**src/rtl/alarm_setter_if.sv**
```systemverilog
// Button inputs and alarm-setting outputs of the alarm setter, grouped as one bundle.
// The slave side is the alarm setter; the master side drives the raw buttons.
interface alarm_setter_if;
    logic       btn_mode;
    logic       btn_up;
    logic       btn_down;
    logic [2:0] alarm_mode;
    logic [5:0] alarm_sec;
    logic [5:0] alarm_min;
    logic [4:0] alarm_hour;
    logic       alarm_en;

    modport master (
        output btn_mode, btn_up, btn_down,
        input  alarm_mode, alarm_sec, alarm_min, alarm_hour, alarm_en
    );

    modport slave (
        input  btn_mode, btn_up, btn_down,
        output alarm_mode, alarm_sec, alarm_min, alarm_hour, alarm_en
    );
endinterface

```
**src/rtl/alarm_setter.sv**
```systemverilog
// Three-button alarm time setter on a 1 ms clock: synchronise, debounce, press/auto-repeat
// pulses, then a mode FSM that edits sec/min/hour or toggles the alarm enable.
module alarm_setter #(
    parameter int DEBOUNCE_MS     = 20,
    parameter int REPEAT_DELAY_MS = 500,
    parameter int REPEAT_RATE_MS  = 100,
    parameter int TIMEOUT_MS      = 10000
) (
    input logic           msecclk,
    input logic           rst,
    alarm_setter_if.slave bus
);
    localparam int DW = $clog2(DEBOUNCE_MS + 1);
    localparam int RW = $clog2(REPEAT_DELAY_MS + 1);
    localparam int TW = $clog2(TIMEOUT_MS + 1);

    typedef enum logic [2:0] {
        NORMAL   = 3'd0,
        SET_SEC  = 3'd1,
        SET_MIN  = 3'd2,
        SET_HOUR = 3'd3
    } mode_t;

    // Button index: 0 mode, 1 up, 2 down.
    logic [2:0]    raw;
    logic [2:0]    sync1;
    logic [2:0]    sync2;
    logic [2:0]    db;
    logic [2:0]    db_q;
    logic [2:0]    press;
    logic [DW-1:0] dcnt [3];
    logic [RW-1:0] rcnt [2];
    logic [1:0]    rpt;

    assign raw   = {bus.btn_down, bus.btn_up, bus.btn_mode};
    assign press = db & ~db_q;

    always_ff @(posedge msecclk or posedge rst) begin
        if (rst) begin
            sync1 <= '0;
            sync2 <= '0;
            db    <= '0;
            db_q  <= '0;
            for (int i = 0; i < 3; i++) dcnt[i] <= '0;
        end else begin
            sync1 <= raw;
            sync2 <= sync1;
            db_q  <= db;
            for (int i = 0; i < 3; i++) begin
                if (sync2[i] == db[i]) begin
                    dcnt[i] <= '0;
                end else if (dcnt[i] == DW'(DEBOUNCE_MS - 1)) begin
                    dcnt[i] <= '0;
                    db[i]   <= sync2[i];
                end else begin
                    dcnt[i] <= dcnt[i] + 1'b1;
                end
            end
        end
    end

    // rcnt counts cycles since the press pulse; after each repeat it is rewound so the
    // next repeat lands exactly REPEAT_RATE_MS later.
    always_comb begin
        rpt = '0;
        for (int i = 0; i < 2; i++) rpt[i] = db[i+1] && (rcnt[i] == RW'(REPEAT_DELAY_MS));
    end

    always_ff @(posedge msecclk or posedge rst) begin
        if (rst) begin
            for (int i = 0; i < 2; i++) rcnt[i] <= '0;
        end else begin
            for (int i = 0; i < 2; i++) begin
                if (!db[i+1])    rcnt[i] <= '0;
                else if (rpt[i]) rcnt[i] <= RW'(REPEAT_DELAY_MS - REPEAT_RATE_MS + 1);
                else             rcnt[i] <= rcnt[i] + 1'b1;
            end
        end
    end

    logic ev_mode;
    logic ev_up;
    logic ev_down;
    logic ev_any;

    assign ev_mode = press[0];
    assign ev_up   = press[1] | rpt[0];
    assign ev_down = press[2] | rpt[1];
    assign ev_any  = ev_mode | ev_up | ev_down;

    function automatic logic [5:0] wrap_step(input logic [5:0] v, input logic [5:0] top,
                                             input logic up);
        if (up) return (v == top) ? 6'd0 : v + 6'd1;
        return (v == 6'd0) ? top : v - 6'd1;
    endfunction

    mode_t         state;
    mode_t         state_n;
    logic [5:0]    sec;
    logic [5:0]    sec_n;
    logic [5:0]    min;
    logic [5:0]    min_n;
    logic [4:0]    hour;
    logic [4:0]    hour_n;
    logic          en;
    logic          en_n;
    logic [TW-1:0] tcnt;
    logic [TW-1:0] tcnt_n;

    always_comb begin
        state_n = state;
        sec_n   = sec;
        min_n   = min;
        hour_n  = hour;
        en_n    = en;
        if (state == NORMAL || ev_any) tcnt_n = '0;
        else                           tcnt_n = tcnt + 1'b1;

        // Mode beats up/down; up together with down cancels out but still counts as activity.
        if (ev_mode) begin
            case (state)
                NORMAL: begin
                    state_n = SET_SEC;
                    en_n    = 1'b1;
                end
                SET_SEC: state_n = SET_MIN;
                SET_MIN: state_n = SET_HOUR;
                default: state_n = NORMAL;
            endcase
        end else if (ev_up ^ ev_down) begin
            case (state)
                NORMAL:   en_n   = ~en;
                SET_SEC:  sec_n  = wrap_step(sec, 6'd59, ev_up);
                SET_MIN:  min_n  = wrap_step(min, 6'd59, ev_up);
                SET_HOUR: hour_n = 5'(wrap_step({1'b0, hour}, 6'd23, ev_up));
                default:  state_n = NORMAL;
            endcase
        end else if (!ev_any && state != NORMAL && tcnt == TW'(TIMEOUT_MS - 1)) begin
            state_n = NORMAL;
        end
    end

    always_ff @(posedge msecclk or posedge rst) begin
        if (rst) begin
            state <= NORMAL;
            sec   <= '0;
            min   <= '0;
            hour  <= '0;
            en    <= 1'b0;
            tcnt  <= '0;
        end else begin
            state <= state_n;
            sec   <= sec_n;
            min   <= min_n;
            hour  <= hour_n;
            en    <= en_n;
            tcnt  <= tcnt_n;
        end
    end

    assign bus.alarm_mode = state;
    assign bus.alarm_sec  = sec;
    assign bus.alarm_min  = min;
    assign bus.alarm_hour = hour;
    assign bus.alarm_en   = en;
endmodule

```
**src/flat_wrapper.sv**
```systemverilog
// flat-port wrapper written by rule: the top's interface ports become plain ports
module alarm_setter_flat 
#(
    parameter int DEBOUNCE_MS     = 20,
    parameter int REPEAT_DELAY_MS = 500,
    parameter int REPEAT_RATE_MS  = 100,
    parameter int TIMEOUT_MS      = 10000
)
  (msecclk, rst, bus_btn_mode, bus_btn_up, bus_btn_down, bus_alarm_mode, bus_alarm_sec, bus_alarm_min, bus_alarm_hour, bus_alarm_en);
  alarm_setter_if bus_i ();
  input logic msecclk;
  input logic rst;
  input wire logic [$bits(bus_i.btn_mode)-1:0] bus_btn_mode;
  input wire logic [$bits(bus_i.btn_up)-1:0] bus_btn_up;
  input wire logic [$bits(bus_i.btn_down)-1:0] bus_btn_down;
  output wire logic [$bits(bus_i.alarm_mode)-1:0] bus_alarm_mode;
  output wire logic [$bits(bus_i.alarm_sec)-1:0] bus_alarm_sec;
  output wire logic [$bits(bus_i.alarm_min)-1:0] bus_alarm_min;
  output wire logic [$bits(bus_i.alarm_hour)-1:0] bus_alarm_hour;
  output wire logic [$bits(bus_i.alarm_en)-1:0] bus_alarm_en;
  assign bus_i.btn_mode = bus_btn_mode;
  assign bus_i.btn_up = bus_btn_up;
  assign bus_i.btn_down = bus_btn_down;
  assign bus_alarm_mode = bus_i.alarm_mode;
  assign bus_alarm_sec = bus_i.alarm_sec;
  assign bus_alarm_min = bus_i.alarm_min;
  assign bus_alarm_hour = bus_i.alarm_hour;
  assign bus_alarm_en = bus_i.alarm_en;
  alarm_setter #(.DEBOUNCE_MS(DEBOUNCE_MS), .REPEAT_DELAY_MS(REPEAT_DELAY_MS), .REPEAT_RATE_MS(REPEAT_RATE_MS), .TIMEOUT_MS(TIMEOUT_MS)) u_core (.msecclk(msecclk), .rst(rst), .bus(bus_i));
endmodule
```
**config.mk**
```make
export PLATFORM = sky130hd
export DESIGN_NAME = alarm_setter_flat
export DESIGN_NICKNAME = d
export VERILOG_FILES = /design/src/rtl/alarm_setter_if.sv /design/src/rtl/alarm_setter.sv /design/src/flat_wrapper.sv
export SDC_FILE = /design/constraint.sdc
export NUM_CORES = 1
export LEC_CHECK = 0
export BUFFER_PORTS_ARGS = -buffer_cell sky130_fd_sc_hd__buf_2
export CORE_MARGIN = 3
export CORE_UTILIZATION = 61
export DETAILED_ROUTE_END_ITERATION = 16
export PLACE_DENSITY_LB_ADDON = 0.05
export REMOVE_ABC_BUFFERS = 1
export SLEW_MARGIN = 15
export SYNTH_ARGS = -nofsm -noshare
export SYNTH_HDL_FRONTEND = slang
export SYNTH_SLANG_ARGS = --single-unit
```
**constraint.sdc**
```tcl
create_clock -name msecclk -period 3.5 [get_ports msecclk]
set_input_delay 0.7 -clock msecclk [delete_from_list [all_inputs] [get_ports msecclk]]
set_output_delay 0.7 -clock msecclk [all_outputs]
set_load 0.01 [all_outputs]
```
==> flow_metrics.env, run 1 <==
export IMPL_status="complete, no violations"
export IMPL_crit_chain="inv_1, ha_1, nand4_1, o32a_1, xnor2_1, nand2_1, o31ai_1"
export IMPL_clock_sinks=79
export IMPL_firstDrtPassIters=4
export IMPL_cts_hold_buf=0
export IMPL_avgViaCountPerCell=6.05
export IMPL_critPathSlowestCell="o32a_1"
export IMPL_crit_family="compound AO/OA/AOI/OAI gates"
export IMPL_cpPeakStageDelay_ns=0.63
export IMPL_first_iter_violations=274
export IMPL_final_max_slew_viol_count=0
export IMPL_ys_flop_type="dfrtp_1"
export IMPL_max_slew_margin_pct=40.4
export IMPL_p_leak_uw=0.00206
export IMPL_clock_root_buffer="clkbuf_8"
export IMPL_avgSynthCellArea_um2=9.70
export IMPL_area_delta_synth_final_pct=9.34
export IMPL_worst_skew_pair_late_latency_ns=0.35
export IMPL_grt_pass1_vias=3087
export IMPL_tns_ns=0
export IMPL_yosys_area_top_type="dfrtp_1"
export IMPL_fp_dieW_um=89.2
export IMPL_ioPinCount=26
export IMPL_post_route_period_util_pct=73.1
export IMPL_synth_most_common_cell="dfrtp_1"
export IMPL_async_flop_share_pct=100
export IMPL_start_kind="flop"
export IMPL_ys_ff_latch=79
export IMPL_fin_crit_ns=2.56
export IMPL_floorplan_initialDensity_pct=64.6
export IMPL_hold_slack_ns=0.355
export IMPL_antennaDiodeCount=0
export IMPL_antenna_found_initial=0
export IMPL_arrival_ns=2.82
export IMPL_hold_viol=0
export IMPL_htree_levels=3
export IMPL_cp_required_ns=3.76
export IMPL_rsz0062_at_grt="no"
export IMPL_cts_repair_resize_count=0
export IMPL_grt_usage_pct=23.4
export IMPL_yosysSeqAreaShare_pct=46.8
export IMPL_powerDensity_nw_per_um2=402
export IMPL_setup_viol=0
export IMPL_totalWireLength_mm=8.09
export IMPL_worstMarginPinSlew_ns=0.893
export IMPL_synthTopCellsByArea="dfrtp_1, ha_1, nor2_1"
export IMPL_ant_nets=0
export IMPL_cts_setup_buffers=0
export IMPL_clk_path_buf_depth=2
export IMPL_worst_path_buf_inv=1
export IMPL_port_buffers=24
export IMPL_cts_made_buffers=9
export IMPL_ir_drop_uv=278
export IMPL_critPathCaptureType="flop"
export IMPL_synth_edff_count=0
export IMPL_hpwl_mm=5.56
export IMPL_vias=3251
export IMPL_drive_above_1_share_pct=12.0
export IMPL_gp_congestion=0.851
export IMPL_core_area_um2=6530
export IMPL_syn_area_um2=4220
export IMPL_synthTopCellsByCount="dfrtp_1, nor2_1, nand3_1"
export IMPL_die_y_um=89.2
export IMPL_synth_yosys_warnings=0
export IMPL_drc=0
export IMPL_path_clk_slew_ns=0.08
export IMPL_critical_path_class="reg2reg"
export IMPL_wl_per_cell_um=15.1
export IMPL_dieArea_um2=7950
export IMPL_path_max_fanout=23
export IMPL_clock_fmax_ghz=0.391
export IMPL_synth_distinct_cells=53
export IMPL_netlist_area_leader_share_pct=46.8
export IMPL_grt_pass1_wl_mm=14.3
export IMPL_skew_ns=0.00853
export IMPL_cts_tree="built"
export IMPL_synthCells=435
export IMPL_maxCapViolations=0
export IMPL_grt_max_degree=54
export IMPL_rows=29
export IMPL_total_power_uw=1860
export IMPL_grt_overflow=0
export IMPL_layout_nets=481
export IMPL_hp_class="reg2reg"
placed cells by master, fill, tap and decap left out, types with 4 or more instances in the layout:
master    netlist  routed
nand2_1        24      24
buf_2           3      24
dfrtp_1        79      79
nand2b_1        5       5
nor3_1         17      17
mux2_2          4       4
o31ai_1         9       9
a21oi_1        13      13
clkbuf_8        0      10
ha_1           20      20
inv_1          22      21
xor2_1         21      21
nand4_1         7       7
and3_1         14      14
nand3_1        26      26
a31oi_1         5       5
nor2_1         51      51
and2_1          4       4
xnor2_1        21      21
o21ai_0        23      23
report_power, final:
| group | total [µW] | switching, µW | internal [µW] |
|---|---|---|---|
| logic | 88.8 | 51.5 | 37.2 |
| registers | 951 | 22.7 | 928 |
| clock network | 818 | 327 | 490 |
| total | 1860 | 402 | 1460 |
final timing paths:
check / from / end / slack [ns] / cells past startpoint
max: u_core.rcnt[9] / u_core.bus.alarm_min[2] / 0.94 / 7
min: u_core.sync1[2] / u_core.sync2[2] / 0.36 / 0
max reg2reg: u_core.rcnt[9] / u_core.bus.alarm_min[2] / 0.94 / 7
min reg2reg: u_core.sync1[2] / u_core.sync2[2] / 0.36 / 0
max in group asynchronous: rst / u_core.rcnt[16] / 2.29 / 3
min in group asynchronous: rst / u_core.tcnt[1] / 0.51 / 2
sequential cells by signal (all words and copies together), names as in the netlist:
register / flops
u_core.sync2: 3
u_core.bus.alarm_mode: 2
u_core.bus.alarm_min: 6
u_core.tcnt: 14
u_core.rcnt: 18
u_core.bus.alarm_sec: 6
u_core.bus.alarm_hour: 5
u_core.dcnt: 15
u_core.bus.alarm_en: 1
u_core.sync1: 3
u_core.db_q: 3
u_core.db: 3
kinds of logic after synthesis:
logic type | synth area share, %
muxes | 1.30
buffers and inverters | 4.27
xor gates and xnor gates | 9.10
AOI/OAI and AO/OA | 12.7
and+or+nand+nor | 19.8
adders and majority gates | 5.93
DFF | 46.8
other | 0.0888
worst register-to-register path: stages (launching register included):
cell and delay, ns:
dfrtp_1 0.42, inv_1 0.07, ha_1 0.13, nand4_1 0.18, o32a_1 0.63, xnor2_1 0.51
nand2_1 0.25, o31ai_1 0.27
per-stage QoR:
step	util [%]	worst slack, ns	cells	area [µm²]
2_1_floorplan	-	0.323	418	4120
3_3_place_gp	66.9	1.15	522	4370
3_5_place_dp	66.9	1.01	522	4370
4_1_cts	70.7	0.979	537	4620
5_1_grt	70.7	0.748	537	4620
6_report	70.7	0.940	537	4620
layout make-up:
cell class              count  area, µm²
repair buffers             27        143
well taps                  77       96.3
flip-flops and latches     79       1980
fillers                   528       1920
clock inverters             5        106
inverters                  22       83.8
clock buffers              10        138
multi-input cells         317       2070
per-layer routing:
metal  global-route usage, %  routed length, µm
met1                    32.9               3890
met2                    35.2               3680
met5                       0                  0
met3                    5.90                382
met4                    8.53                136
Note: power is estimated with default switching activity, not from simulation.
==> run 2: changes to the inputs <==
- CORE_UTILIZATION: 61 -> 55
- clock period: 3.5 -> 2.3 ns (I/O delays scaled with it)
==> run 2 against run 1 <==
Compared with the run above:
- cell area is 2.6% higher
- combinational power increased by 89%
- non-clock buffer count up 9
- die area rose by 10%
- highest routed layer unchanged
==> flow_metrics.env, run 2 (synthesis gave the netlist of run 1 again) <==
export IMPL_cts_made_buffers=9
export IMPL_dr_wl_met2_mm=3.83
export IMPL_fin_crit_ns=2.19
export IMPL_gp_congestion=0.852
export IMPL_critical_path_class="reg2reg"
export IMPL_fp_dieW_um=93.6
export IMPL_critPathSlowestCell="dfrtp_1"
export IMPL_grt_pass1_vias=3140
export IMPL_grt_pass1_wl_mm=14.7
export IMPL_clock_root_buffer="clkbuf_8"
export IMPL_port_buffers=24
export IMPL_p_sw_uw=624
export IMPL_top_layer_used="met4"
export IMPL_first_iter_violations=182
export IMPL_cts_tree="built"
export IMPL_drc=0
export IMPL_floorplan_initialDensity_pct=57.6
export IMPL_clock_sinks=79
export IMPL_core_area_um2=7330
export IMPL_powerDensity_nw_per_um2=580
export IMPL_layout_commonest_cell="dfrtp_1"
export IMPL_swShare_pct=22.7
export IMPL_cp_required_ns=2.56
export IMPL_antenna_found_initial=0
export IMPL_seq_power_share_pct=52.0
export IMPL_vias=3235
export IMPL_ff2ff_path_depth=7
export IMPL_dieArea_um2=8760
export IMPL_maxCapViolations=0
export IMPL_totalWireLength_mm=8.46
export IMPL_htree_levels=3
export IMPL_clock_fmax_ghz=0.457
export IMPL_max_slew_margin_pct=50.0
export IMPL_ir_drop_uv=404
export IMPL_cts_hold_buf=0
export IMPL_ioPinCount=26
export IMPL_largest_reg_flops=18
export IMPL_hpwl_mm=5.81
export IMPL_crit_chain="inv_1, ha_1, nand4_1, o32a_1, xnor2_2, nand3_1, o31ai_1"
export IMPL_p_leak_uw=0.00211
export IMPL_setup_viol=0
export IMPL_final_max_slew_viol_count=0
export IMPL_layout_nets=490
export IMPL_skew_ns=0.0125
export IMPL_ant_nets=0
export IMPL_regMostFlops="u_core.rcnt"
export IMPL_intPower_uw=2120
export IMPL_area_delta_synth_final_pct=12.2
export IMPL_worstMarginPinSlew_ns=0.746
export IMPL_antennaDiodeCount=0
export IMPL_critPathCaptureType="flop"
export IMPL_stdcell_count=569
export IMPL_firstDrtPassIters=4
export IMPL_avgViaCountPerCell=5.69
export IMPL_p_clk_share_pct=41.9
export IMPL_place_area_um2=4480
export IMPL_wl_per_cell_um=14.9
export IMPL_tns_ns=0
export IMPL_drive_above_1_share_pct=13.8
export IMPL_dr_wl_met3_um=355
export IMPL_wl_met1_mm=4.19
export IMPL_status="complete, no violations"
export IMPL_worst_skew_pair_late_latency_ns=0.35
export IMPL_rsz0062_at_grt="yes"
export IMPL_path_clk_slew_ns=0.09
export IMPL_combPwrFrac_pct=6.1
export IMPL_final_cell_mix="dfrtp_1, nor2_1, nand3_1, nand2_1, buf_2"
export IMPL_path_max_fanout=5
export IMPL_hp_class="in2async"
export IMPL_post_place_cells=552
export IMPL_clk_path_buf_depth=2
export IMPL_start_kind="flop"
export IMPL_grt_overflow=0
export IMPL_r2r_end="u_core.bus.alarm_hour[0]"
export IMPL_hold_viol=0
export IMPL_cpPeakStageDelay_ns=0.41
export IMPL_final_util_pct=64.6
export IMPL_arrival_ns=2.45
export IMPL_grt_max_degree=32
export IMPL_r2r_setup_slack_ns=0.11
export IMPL_worstReg2RegStart="u_core.rcnt[9]"
export IMPL_rows=31
export IMPL_post_route_period_util_pct=95.2
export IMPL_die_y_um=93.6
export IMPL_biggestRegsByFlops="u_core.rcnt: 18 flops, u_core.dcnt: 15 flops, u_core.tcnt: 14 flops"
export IMPL_hold_slack_ns=0.131
export IMPL_grt_usage_pct=21.0
export IMPL_postLayoutCellArea_um2=4740
run 2: metrics by stage:
step,worst slack [ns],total power [µW]
finish,0.111,2750
global placement,0.164,1620
CTS,0.0388,2770
global route,-0.00398,2870
floorplan,-0.877,1570
detailed placement,0.0904,1630
run 2: final cells by class:
type,instances,area [µm²]
fillers,616,2590
multi-input cells,317,2090
inverters,22,83.8
flip-flops and latches,79,1980
clock inverters,5,81.3
well taps,99,124
clock buffers,11,141
repair buffers,36,239
run 2: per-layer routing:
| layer | vias to the layer above | track usage, % |
|---|---|---|
| met5 | - | 0 |
| met4 | 0 | 7.10 |
| met3 | 9 | 4.34 |
| met2 | 62 | 31.7 |
| met1 | 1565 | 30.3 |
| li1 | 1599 | - |
run 2: power groups by stage:
| stage | sequential (µW) | combinational (µW) | clock (µW) |
|---|---|---|---|
| 3_3_place_gp | 1460 | 165 | 0 |
| 6_report | 1430 | 168 | 1150 |
| 5_1_grt | 1430 | 195 | 1240 |
| 4_1_cts | 1430 | 171 | 1170 |
| 3_5_place_dp | 1460 | 170 | 0 |
| 2_1_floorplan | 1470 | 99.2 | 0 |
run 2: worst max path at each step:
stage / end / start / slack [ns]
3_3_place_gp: u_core.bus.alarm_hour[0] / u_core.rcnt[9] / 0.16
4_1_cts: u_core.bus.alarm_hour[2] / u_core.rcnt[9] / 0.04
2_1_floorplan: u_core.bus.alarm_hour[2] / u_core.rcnt[9] / -0.88
5_1_grt: u_core.bus.alarm_mode[1] / u_core.rcnt[4] / -0.004
3_5_place_dp: u_core.bus.alarm_hour[2] / u_core.rcnt[9] / 0.09
6_report: u_core.bus.alarm_hour[0] / u_core.rcnt[9] / 0.11
run 2: timing repair:
action | in CTS | in global routing
buffers inserted | 0 | 1
resized for setup | 0 | 3
setup endpoints to repair | 0 | 17
run 2: critical path: cells and delay by family, from the launching register on:
| family | cells | cell delay (ns) |
|---|---|---|
| flip-flops | 1 | 0.41 |
| XOR/XNOR | 1 | 0.32 |
| AO/OA/AOI/OAI | 2 | 0.69 |
| adder cells (fa/ha/maj) | 1 | 0.14 |
| buffers and inverters | 1 | 0.08 |
| AND/OR/NAND/NOR | 2 | 0.45 |
